===== src/rtl/vending_machine_pkg.sv =====
// Shared types and constants for the token-driven vending controller.
package vending_machine_pkg;

  typedef enum logic [1:0] {
    S00 = 2'b00,
    S01 = 2'b01,
    S10 = 2'b10,
    S11 = 2'b11
  } state_t;

  localparam state_t RESET_STATE    = S01;
  localparam state_t DISPENSE_STATE = S11;
  localparam state_t PENDING_STATE  = S10;

endpackage


===== src/rtl/vm_sat_counter.sv =====
// Generic W-bit saturating up-counter with enable and synchronous active-high reset.
module vm_sat_counter #(
  parameter int W = 8
) (
  input  logic         clk,
  input  logic         rst,
  input  logic         en,
  output logic [W-1:0] count
);

  // Once the counter reaches all-ones it stays there; it never wraps.
  always_ff @(posedge clk) begin
    if (rst) begin
      count <= '0;
    end else if (en && (count != {W{1'b1}})) begin
      count <= count + W'(1);
    end
  end

endmodule


===== src/rtl/vending_machine.sv =====
// Token-driven Moore vending controller with a saturating dispense counter.
// Optional macro VM_STATE_OUT_EN exposes the state register and a hold flag.
module vending_machine
  import vending_machine_pkg::*;
#(
  parameter int CNT_W = 8
) (
  input  logic             clk,
  input  logic             rst,
  input  logic             T,
  output logic             A,
  output logic             P,
  output logic [CNT_W-1:0] disp_cnt
`ifdef VM_STATE_OUT_EN
  ,
  output logic [1:0]       state_o,
  output logic [0:0]       hold_o
`endif
);

  state_t state;
  state_t next_state;
  logic   enter_dispense;

  always_ff @(posedge clk) begin
    if (rst) begin
      state <= RESET_STATE;
    end else begin
      state <= next_state;
    end
  end

  always_comb begin
    next_state = RESET_STATE;
    case (state)
      S01:     next_state = T ? S10 : S00;
      S00:     next_state = T ? S01 : S10;
      S10:     next_state = T ? S11 : S01;
      S11:     next_state = T ? S11 : S01;
      default: next_state = RESET_STATE;
    endcase
  end

  always_comb begin
    A = (state == DISPENSE_STATE);
    P = (state == PENDING_STATE);
  end

  // Count only arrivals into S11, not cycles spent holding there.
  assign enter_dispense = (next_state == DISPENSE_STATE) && (state != DISPENSE_STATE);

  vm_sat_counter #(
    .W(CNT_W)
  ) u_disp_counter (
    .clk  (clk),
    .rst  (rst),
    .en   (enter_dispense),
    .count(disp_cnt)
  );

`ifdef VM_STATE_OUT_EN
  assign state_o = state;
  assign hold_o  = (state == DISPENSE_STATE) && T;
`endif

endmodule


===== config.mk =====
export PLATFORM = sky130hd
export DESIGN_NAME = vending_machine
export DESIGN_NICKNAME = d
export VERILOG_FILES = /design/src/rtl/vending_machine_pkg.sv /design/src/rtl/vm_sat_counter.sv /design/src/rtl/vending_machine.sv
export SDC_FILE = /design/constraint.sdc
export NUM_CORES = 1
export LEC_CHECK = 0
export BUFFER_PORTS_ARGS = -buffer_cell sky130_fd_sc_hd__buf_2
export CAP_MARGIN = 10
export CORE_AREA = 2 2 39 41
export CTS_BUF_LIST = sky130_fd_sc_hd__clkbuf_4 sky130_fd_sc_hd__clkbuf_8 sky130_fd_sc_hd__clkbuf_16
export DETAILED_ROUTE_END_ITERATION = 10
export DIE_AREA = 0 0 41 43
export PLACE_DENSITY_LB_ADDON = 0.1
export SLEW_MARGIN = 20
export SYNTH_ARGS = -nofsm -noshare
export SYNTH_HDL_FRONTEND = slang
export SYNTH_SLANG_ARGS = --single-unit

===== constraint.sdc =====
create_clock -name clk -period 1.4 [get_ports clk]
set_input_delay 0 -clock clk [delete_from_list [all_inputs] [get_ports clk]]
set_output_delay 0 -clock clk [all_outputs]
set_load 0.005 [all_outputs]

==> qor.yml <==
cells_and_area:
  syn_to_final_growth_pct: 51.05
  nets: 85
  fin_area_um2: 718.2
  finalNonFillerCells: 96
  drive_gt1_share_pct: 43.75
  diodes: 0
  utilization_pct: 51.90
synthesis:
  syn-num-nets: 57
  synth.avg_cell_area_um2: 8.971
  synth_cell_types: 24
  ys_ff_latch: 10
  synth.top_cells.by_area: "dfxtp_1 42%, a21oi_1 5.3%, mux2i_1 4.2%, o21ai_0 4.2%, nor2_1 3.9%"
  yosys_warnings: 0
  netlist_instances: 53
  yosys.area.top_type_share_pct: 42.11
  syn-cell-area_um2: 475.5
  yosysTopAreaCell: "dfxtp_1"
  ys_seq_area_share_pct: 42.11
routing:
  vias: 466
  vias_per_cell: 4.854
  wl_um: 1096
  drt_pass1_iterations: 3
  drc: 0
  ant_nets: 0
  dr.first_iter.drc_count: 4
  wl_per_cell_um: 11.42
setup_path:
  ff2ff_setup_slack_ns: -0.02
  cp-end-kind: "flop"
  crit_start: "u_disp_counter.count[1]$_SDFFE_PP0P_"
  rr_worst_depth: 5
  path_class: "flop to flop"
  r2r_start: "u_disp_counter.count[1]$_SDFFE_PP0P_"
  cp_data_arrival_time_ns: 1.63
  worstSetupStartpointType: "flop"
  cp_max_fo: 6
  critPathRequiredTime_ns: 1.61
  r2r_end: "u_disp_counter.count[7]$_SDFFE_PP0P_"
sta:
  post-route-min-period_ns: 1.424
  worst_pin_slew_ns: 0.2692
  max_freq_ghz: 0.7022
  skew_ns: 0.008194
  period_share_pct: 101.7
  relSlewSlack_pct: 82.01
  finalHoldViolCount: 0
  rsz0062_at_grt: "yes"
  setup_slack_ns: -0.02410
  finalMaxSlewViolations: 0
  setup_violations: 2
place:
  io_buffers: 12
  place_hpwl_um: 737.5
  pre_cts_slack_ns: -0.02726
  dp_cells: 86
  dpl_cell_area_um2: 599.3
  gp_congestion: 0.6608
clock_tree:
  cts_htree_levels: 1
  clock_latency_ns: 0.27
  clockBufferDepth: 2
  clock_sinks: 10
  cts_buffers: 3
  clk_pin_slew_worst_paths_ns: 0.07
  cts-root-buf: "clkbuf_4"
  cts_tree: "yes"
min_path:
  min_to: "u_disp_counter.count[1]$_SDFFE_PP0P_"
  hp-start: "rst"
  hold_depth: 2
  min_path_type: "input pin to flop"
floorplan:
  start_util_pct: 34.36
  coreArea_mm2: 0.001384
  die_w_um: 41
  die_y_um: 43
  io_pins: 13
  design.die.area_mm2: 0.001763
  rows: 14
global_route:
  overflow: 0
  grt_max_degree: 11
  grt_pass1_vias: 438
  grt_pass1_wl_um: 1814
  antenna_found_initial: 0
  gr-usage-all-layers_pct: 15.93
run_status:
  status: "complete, but fails checks"
  failed_checks: "negative setup slack"
power:
  p_int_uw: 476.5
  combinationalPowerShare_pct: 8.4
  seq_power_share_pct: 48.6
  pwr-share-clk_pct: 43.1
  p_sw_uw: 127.9
  leakagePower_nw: 0.3066
  totalPowerFinal_uw: 604.4
  power_density_mw_per_mm2: 841.6
  peakVddDrop_mv: 0.6297
  swShare_pct: 21.17
flow_run:
  maxCapViolations: 0
through the flow:
stage               hold WS (ns)   TNS (ns)
finish                   0.01373   -0.03405
global route             0.02616    -0.3384
global placement          0.2729          0
CTS                      0.02479  -0.008371
floorplan                 0.1340          0
detailed placement        0.2802   -0.02726
cells by family (layout without fill, tap and decap cells):
| logic type | count (synthesis) | in the layout | synth area share [%] |
|---|---|---|---|
| DFF | 10 | 10 | 42.10 |
| and+or+nand+nor | 22 | 22 | 27.37 |
| muxes | 2 | 2 | 4.211 |
| AOI/OAI and AO/OA | 13 | 13 | 17.63 |
| xor gates and xnor gates | 2 | 2 | 3.685 |
| buffers and inverters | 3 | 30 | 2.368 |
| adders and majority gates | 1 | 1 | 2.631 |
layer usage:
| metal | global-route usage [%] | up-vias | share of wire, % | routed length, µm |
|---|---|---|---|---|
| li1 | - | 246 | - | - |
| met2 | 22.19 | 11 | 48 | 523 |
| met3 | 9.424 | 0 | 6.4 | 70 |
| met4 | 6.000 | 0 | 0 | 0 |
| met1 | 19.54 | 209 | 46 | 503 |
| met5 | 0 | - | 0 | 0 |
layout make-up:
type,count,area [µm²]
tap,16,20.02
timing repair buffer,24,168.9
inverter,2,7.507
multi-input combinational,40,281.5
sequential,10,203.9
fill,146,665.6
clock buffer,4,36.28
critical path, cell delays in order (launching register included):
cell,delay (ns)
dfxtp_2,0.34
ha_4,0.16
nand4_1,0.14
o21ai_4,0.12
or4_1,0.48
a21oi_1,0.13
cell usage in the layout, fill, tap and decap left out, types with 2 or more instances in the layout:
cell,synthesis,final
or3_1,3,3
inv_1,2,2
dfxtp_2,0,3
xor2_1,2,2
dfxtp_1,10,7
nor2_1,5,5
nand3_2,1,2
clkbuf_4,0,3
a21oi_1,5,5
o31ai_1,2,2
or4_1,2,2
buf_4,0,9
nand2_1,2,2
mux2i_1,2,2
buf_2,0,12
o21ai_0,4,4
nand4_1,2,2
synthesized netlist by cell type:
master and n:
dfxtp_1 10, o21ai_0 4, a21oi_1 5, nor2_1 5, and2_1 1, ha_1 1, and3b_2 1, nand2_1 2
o31ai_1 2, nand4_1 2, nand2b_1 1, nor3b_1 1, and3_1 1, or3_1 3, o21ai_4 1, nor2b_1 1
nand3_2 1, nand3_1 1, xor2_1 2, or4_1 2, clkbuf_1 1, inv_1 2, o211ai_1 1, mux2i_1 2
power by group through the flow:
stage,logic (mW),clock network [mW],registers [mW]
5_1_grt,0.0583,0.281,0.294
2_1_floorplan,0.0184,0,0.302
3_5_place_dp,0.0425,0,0.299
3_3_place_gp,0.0414,0,0.300
6_report,0.0506,0.260,0.293
4_1_cts,0.0502,0.269,0.293
worst max-delay path by stage:
| stage | to | cells past startpoint |
|---|---|---|
| finish | u_disp_counter.count[7]$_SDFFE_PP0P_ | 5 |
| global route | u_disp_counter.count[1]$_SDFFE_PP0P_ | 6 |
| CTS | u_disp_counter.count[7]$_SDFFE_PP0P_ | 5 |
| detailed placement | u_disp_counter.count[7]$_SDFFE_PP0P_ | 5 |
| global placement | u_disp_counter.count[7]$_SDFFE_PP0P_ | 5 |
| floorplan | u_disp_counter.count[7]$_SDFFE_PP0P_ | 5 |
repair_timing:
| action | CTS | global route |
|---|---|---|
| pin swaps | 3 | 7 |
| endpoints found under the hold margin | 1 | 0 |
| resized for setup | 0 | 6 |
| endpoints found under the setup margin | 2 | 8 |
| hold buffers | 1 | 0 |
| buffers inserted | 5 | 0 |
sequential cells by signal, indices dropped and copies added (netlist names):
register              count
state                     2
u_disp_counter.count      8
Note: power is estimated with default switching activity, not from simulation.
